<file path="config.mk">
export PLATFORM = sky130hd
export DESIGN_NAME = baud_frac_generator
export DESIGN_NICKNAME = d
export VERILOG_FILES = /design/src/rtl/baud_frac_generator_pkg.sv /design/src/rtl/baud_frac_generator_frac_prescaler.sv /design/src/rtl/baud_frac_generator.sv
export SDC_FILE = /design/constraint.sdc
export NUM_CORES = 1
export LEC_CHECK = 0
export ABC_CLOCK_PERIOD_IN_PS = 5890
export CAP_MARGIN = 20
export CORE_MARGIN = 4
export CORE_UTILIZATION = 30
export CTS_CLUSTER_SIZE = 20
export DETAILED_ROUTE_END_ITERATION = 10
export DONT_BUFFER_PORTS = 1
export PLACE_DENSITY = 0.42
export SLEW_MARGIN = 15
export SYNTH_ARGS = -nofsm -noshare
export SYNTH_HDL_FRONTEND = slang
export SYNTH_HIERARCHICAL = 1
export SYNTH_SLANG_ARGS = --single-unit
</file>
<file path="constraint.sdc">
create_clock -name clk -period 5.89 [get_ports clk]
set_input_delay 0.8835 -clock clk [delete_from_list [all_inputs] [get_ports clk]]
set_output_delay 0.8835 -clock clk [all_outputs]
set_load 0.02 [all_outputs]
</file>
<file path="src/rtl/baud_frac_generator_pkg.sv">
// Shared UART constants: divisor legality limits and default baud divisors
// for 100 MHz / 50 MHz clocks at OVS=16, DIV_FRAC_W=4 (value = clk / baud / 16).
package baud_frac_generator_pkg;

  localparam int UART_MIN_DIV = 2;
  localparam int UART_OVS_MIN = 4;
  localparam int UART_OVS_MAX = 32;

  typedef struct packed {
    logic [15:0] div_int;
    logic [3:0]  div_frac;
  } uart_div_t;

  localparam uart_div_t DIV_100M_4800   = '{div_int: 16'd1302, div_frac: 4'd1};
  localparam uart_div_t DIV_100M_9600   = '{div_int: 16'd651,  div_frac: 4'd1};
  localparam uart_div_t DIV_100M_57600  = '{div_int: 16'd108,  div_frac: 4'd8};
  localparam uart_div_t DIV_100M_115200 = '{div_int: 16'd54,   div_frac: 4'd4};
  localparam uart_div_t DIV_50M_4800    = '{div_int: 16'd651,  div_frac: 4'd1};
  localparam uart_div_t DIV_50M_9600    = '{div_int: 16'd325,  div_frac: 4'd8};
  localparam uart_div_t DIV_50M_57600   = '{div_int: 16'd54,   div_frac: 4'd4};
  localparam uart_div_t DIV_50M_115200  = '{div_int: 16'd27,   div_frac: 4'd2};

endpackage

</file>
<file path="src/rtl/baud_frac_generator_frac_prescaler.sv">
// Fractional prescaler: period of div_int + carry cycles, divisor latched at period start.
// tc is combinational and high in the last cycle of each period; clr/!en hold the phase at 0.
module frac_prescaler #(
  parameter int INT_W  = 16,
  parameter int FRAC_W = 4
) (
  input  logic              clk,
  input  logic              rst,
  input  logic              en,
  input  logic              clr,
  input  logic [INT_W-1:0]  div_int,
  input  logic [FRAC_W-1:0] div_frac,
  output logic              tc
);

  localparam logic [INT_W:0] ONE = (INT_W+1)'(1);

  logic [INT_W:0]  cnt;
  logic [INT_W:0]  per_len;
  logic [INT_W:0]  len_now;
  logic [FRAC_W-1:0] acc;
  logic [FRAC_W:0]   sum;
  logic            start;

  always_comb begin
    start   = (cnt == '0);
    sum     = {1'b0, acc} + {1'b0, div_frac};
    // The divisor only matters at period start; mid-period we follow the latched length.
    len_now = start ? ({1'b0, div_int} + {{INT_W{1'b0}}, sum[FRAC_W]}) : per_len;
    tc      = en && !clr && (cnt == len_now - ONE);
  end

  always_ff @(posedge clk) begin
    if (rst) begin
      cnt     <= '0;
      acc     <= '0;
      per_len <= '0;
    end else if (!en || clr) begin
      cnt <= '0;
      acc <= '0;
    end else begin
      cnt <= tc ? '0 : cnt + ONE;
      if (start) begin
        per_len <= len_now;
        acc     <= sum[FRAC_W-1:0];
      end
    end
  end

endmodule

</file>
<file path="src/rtl/baud_frac_generator.sv">
// UART baud generator: rx oversampling tick and tx bit tick from one fractional divisor.
// Ticks are registered (one cycle after terminal count); new divisors apply at rx boundaries.
module baud_frac_generator
  import baud_frac_generator_pkg::*;
#(
  parameter int DIV_INT_W    = 16,
  parameter int DIV_FRAC_W   = 4,
  parameter int OVS          = 16,
  parameter int RST_DIV_INT  = 1302,
  parameter int RST_DIV_FRAC = 0
) (
  input  logic                  clk,
  input  logic                  rst,
  input  logic                  uart_en,
  input  logic [DIV_INT_W-1:0]  div_int,
  input  logic [DIV_FRAC_W-1:0] div_frac,
  input  logic                  div_load,
  input  logic                  rx_resync,
  output logic                  rx_tick,
  output logic                  tx_tick,
  output logic                  cfg_err,
  output logic                  load_pending
);

  localparam int SUB_W = $clog2(OVS);
  localparam logic [SUB_W-1:0]      SUB_LAST = SUB_W'(OVS - 1);
  localparam logic [SUB_W-1:0]      SUB_ONE  = SUB_W'(1);
  localparam logic [DIV_INT_W-1:0]  RST_INT  = DIV_INT_W'(RST_DIV_INT);
  localparam logic [DIV_FRAC_W-1:0] RST_FRAC = DIV_FRAC_W'(RST_DIV_FRAC);
  localparam logic [DIV_INT_W-1:0]  MIN_DIV  = DIV_INT_W'(UART_MIN_DIV);

  logic [DIV_INT_W-1:0]  act_int, sh_int;
  logic [DIV_FRAC_W-1:0] act_frac, sh_frac;
  logic [SUB_W-1:0]      sub;
  logic                  rx_tc, tx_tc;
  logic                  div_ok, apply;

  assign div_ok = (div_int >= MIN_DIV);
  // Pending is a register, so a load coinciding with a terminal count waits one boundary.
  assign apply  = load_pending && (rx_tc || rx_resync || !uart_en);

  frac_prescaler #(.INT_W(DIV_INT_W), .FRAC_W(DIV_FRAC_W)) u_rx (
    .clk      (clk),
    .rst      (rst),
    .en       (uart_en),
    .clr      (rx_resync),
    .div_int  (act_int),
    .div_frac (act_frac),
    .tc       (rx_tc)
  );

  frac_prescaler #(.INT_W(DIV_INT_W), .FRAC_W(DIV_FRAC_W)) u_tx (
    .clk      (clk),
    .rst      (rst),
    .en       (uart_en),
    .clr      (1'b0),
    .div_int  (act_int),
    .div_frac (act_frac),
    .tc       (tx_tc)
  );

  always_ff @(posedge clk) begin
    if (rst) begin
      act_int      <= RST_INT;
      act_frac     <= RST_FRAC;
      sh_int       <= RST_INT;
      sh_frac      <= RST_FRAC;
      load_pending <= 1'b0;
      cfg_err      <= 1'b0;
      rx_tick      <= 1'b0;
      tx_tick      <= 1'b0;
      sub          <= '0;
    end else begin
      rx_tick <= rx_tc;
      tx_tick <= tx_tc && (sub == SUB_LAST);

      if (!uart_en) begin
        sub <= '0;
      end else if (tx_tc) begin
        sub <= (sub == SUB_LAST) ? '0 : sub + SUB_ONE;
      end

      if (apply) begin
        act_int      <= sh_int;
        act_frac     <= sh_frac;
        load_pending <= 1'b0;
      end

      if (div_load) begin
        if (div_ok) begin
          sh_int       <= div_int;
          sh_frac      <= div_frac;
          load_pending <= 1'b1;
          cfg_err      <= 1'b0;
        end else begin
          cfg_err <= 1'b1;
        end
      end
    end
  end

endmodule

</file>
==> flow_metrics.env <==
export IMPL_status="completed"
export IMPL_diodes=0
export IMPL_finalSetupViolCount=0
export IMPL_slowest_delay_ns=0.49
export IMPL_async_reset_ff_share_pct=0
export IMPL_netlist_top_cells_count="124 x dfxtp_1, 100 x nor2_1, 65 x nand2_1"
export IMPL_nNetsFinal=996
export IMPL_core_mm2=0.0269
export IMPL_dieArea_mm2=0.0300
export IMPL_crit_required_ns=6.21
export IMPL_postCtsHoldBufs=0
export IMPL_cts_root_buffer="clkbuf_16"
export IMPL_ir_worst_vdd_mv=0.157
export IMPL_die_h_um=173
export IMPL_dr_first_iter_drc_count=352
export IMPL_grt_max_degree=101
export IMPL_ant_nets=0
export IMPL_synth_avg_cell_area_um2=8.36
export IMPL_leakage_nw=3.16
export IMPL_synth_nets=1024
export IMPL_tritoncts="yes"
export IMPL_insertion_delay_ns=0.43
export IMPL_ys_ff_latch=124
export IMPL_crit_type="reg2reg"
export IMPL_switchingPower_uw=642
export IMPL_startpoint_type="flip-flop"
export IMPL_path_common_cell="ha_1"
export IMPL_fmax_mhz=194
export IMPL_yosysTopAreaCellShare_pct=30.4
export IMPL_dpl_hpwl_mm=16.2
export IMPL_hold_slack_ns=0.457
export IMPL_internal_power_mw=1.57
export IMPL_cts_resized=0
export IMPL_dp_slack_ns=0.764
export IMPL_final_cells=1304
export IMPL_timing_setup_tns_ns=0
export IMPL_port_buffers=0
export IMPL_grt_pass1_vias=6694
export IMPL_yosysMostFrequentCell="dfxtp_1"
export IMPL_ys_top_cells_by_area="dfxtp_1 30%, xnor2_1 6.5%, nor2_1 4.6%, mux2i_1 4.3%, xor2_1 4.2%"
export IMPL_seqPwrFrac_pct=41.0
export IMPL_grt_usage_pct=15.0
export IMPL_drt_wl_total_mm=22.4
export IMPL_fin_area_mm2=0.00895
export IMPL_rsz0062_at_grt="false"
export IMPL_slew_headroom_pct=43.4
export IMPL_slowest_stage="or4b_1"
export IMPL_cts_buffers=17
export IMPL_place_congestion=0.759
export IMPL_cts_sinks=124
export IMPL_swShare_pct=29.0
export IMPL_critPathArrivalTime_ns=5.48
export IMPL_synthesis_area_mm2=0.00818
export IMPL_antenna_found_initial=0
export IMPL_postPlaceCellArea_mm2=0.00836
export IMPL_skew_ns=0.0202
export IMPL_first_pass_iters=5
export IMPL_cts_htree_levels=4
export IMPL_worst_slack_ns=0.730
export IMPL_yosysTopAreaCell="dfxtp_1"
export IMPL_utilization_pct=33.3
export IMPL_drv_slew=0
export IMPL_period_minus_slack_ns=5.16
export IMPL_tightest_slew_ns=0.847
export IMPL_grt_pass1_wl_mm=36.8
export IMPL_drv_cap=0
export IMPL_synth_ff_type="dfxtp_1"
export IMPL_clk_pin_slew_ns=0.07
export IMPL_vias_per_cell=5.22
export IMPL_ys_types=82
export IMPL_cts_buffer_depth=2
export IMPL_synth_edf_count=0
export IMPL_end_kind="flip-flop"
export IMPL_io_pins=29
export IMPL_start_util_pct=30.4
export IMPL_p_total_mw=2.21
export IMPL_hold_class="reg2reg"
export IMPL_grt_overflow=0
export IMPL_crit_fanout=9
export IMPL_dp_cells=1271
export IMPL_period_share_pct=87.6
export IMPL_post_cts_setup_buffer_count=0
export IMPL_ys_warn_count=6
export IMPL_drc=0
export IMPL_wl_per_cell_um=17.2
export IMPL_powerDensity_mw_per_mm2=247
export IMPL_dieWidth_um=173
export IMPL_ys_seq_area_share_pct=30.4
export IMPL_critical_path_cell_chain="ha_1 -> fa_1 -> a21o_1 -> a21o_1 -> ha_1 -> ha_1 -> or4b_1 -> o2111ai_1 -> a31oi_1 -> a2111oi_4 -> mux2i_1 -> a2111o_1 -> nor4_4 -> nor2b_1 -> nand4_1 -> xor2_1 -> nor2_1"
export IMPL_layout_drive_gt1_share_pct=10.1
export IMPL_rows=60
export IMPL_area_growth_pct=9.50
export IMPL_pwr_share_clk_pct=49.0
export IMPL_p_comb_share_pct=10.0
export IMPL_hold_violations=0
export IMPL_vias=6802
export IMPL_syn_inst=978
[path summary, 6_finish.rpt]
path / start / end / slack [ns] / cells after the start
min reg2reg: u_tx/acc[0] / u_tx/acc[0] / 0.46 / 2
min: u_tx/acc[0] / u_tx/acc[0] / 0.46 / 2
max reg2reg: act_frac[0] / sub[3] / 0.73 / 17
max: act_frac[0] / sub[3] / 0.73 / 17
[state kept, by name, summed over array words and instances (netlist names)]
signal and cells:
u_rx/cnt 17, u_rx/per_len 17, u_tx/cnt 17, u_tx/per_len 17, act_int 16, sh_int 16, act_frac 4, sh_frac 4
sub 4, u_rx/acc 4, u_tx/acc 4, cfg_err 1, load_pending 1, rx_tick 1, tx_tick 1
[kinds of logic (layout without fill, tap and decap cells)]
logic type | count (synthesis) | in the layout | share of synthesized area (%)
buffers and inverters | 76 | 61 | 4.82
and+or+nand+nor | 437 | 437 | 30.3
muxes | 36 | 36 | 4.56
xor gates and xnor gates | 102 | 102 | 11.1
DFF | 124 | 124 | 30.4
adders and majority gates | 21 | 21 | 3.40
other | 1 | 1 | 0.0459
AOI/OAI and AO/OA | 181 | 181 | 15.4
[cells in the final DEF (no fill, tap or decap), drive strengths merged, types with 28 or more instances in the layout]
master,netlist,routed
a211oi,28,28
mux2i,36,36
o21ai,35,35
nand3,53,53
a21oi,43,43
xnor2,63,63
nand2b,36,36
nor2,111,111
xor2,39,39
dfxtp,124,124
nor3,48,48
nand2,65,65
[per-layer routing]
layer | track usage (%) | vias up | wire [µm]
met1 | 21.5 | 3217 | 11600
met4 | 3.92 | 0 | 248
met2 | 23.4 | 104 | 9860
met3 | 2.60 | 17 | 658
met5 | 0 | - | 0
li1 | - | 3464 | -
[worst max-delay path, delay by kind of cell (launching register included)]
kind,cells,cell delay [ns]
AO/OA/AOI/OAI,6,1.62
AND/OR/NAND/NOR,5,1.58
adder cells (fa/ha/maj),4,1.22
flip-flops,1,0.33
XOR/XNOR,1,0.16
multiplexers,1,0.15
[power by group through the flow]
stage / registers, mW / clock network, mW / logic (mW)
after floorplan: 0.906 / 0 / 0.199
after CTS: 0.906 / 1.11 / 0.223
after global routing: 0.912 / 1.15 / 0.249
final: 0.906 / 1.08 / 0.222
after global placement: 0.926 / 0 / 0.224
after detailed placement: 0.925 / 0 / 0.222
[cell type report]
type | count | area [µm²]
Tap cell | 341 | 427
Sequential cell | 124 | 2480
Inverter | 18 | 67.6
Timing Repair Buffer | 11 | 82.6
Fill cell | 2868 | 17900
Clock inverter | 14 | 145
Clock buffer | 18 | 439
Multi-Input combinational cell | 778 | 5310
No activity file was read; power rests on OpenSTA's default activity.
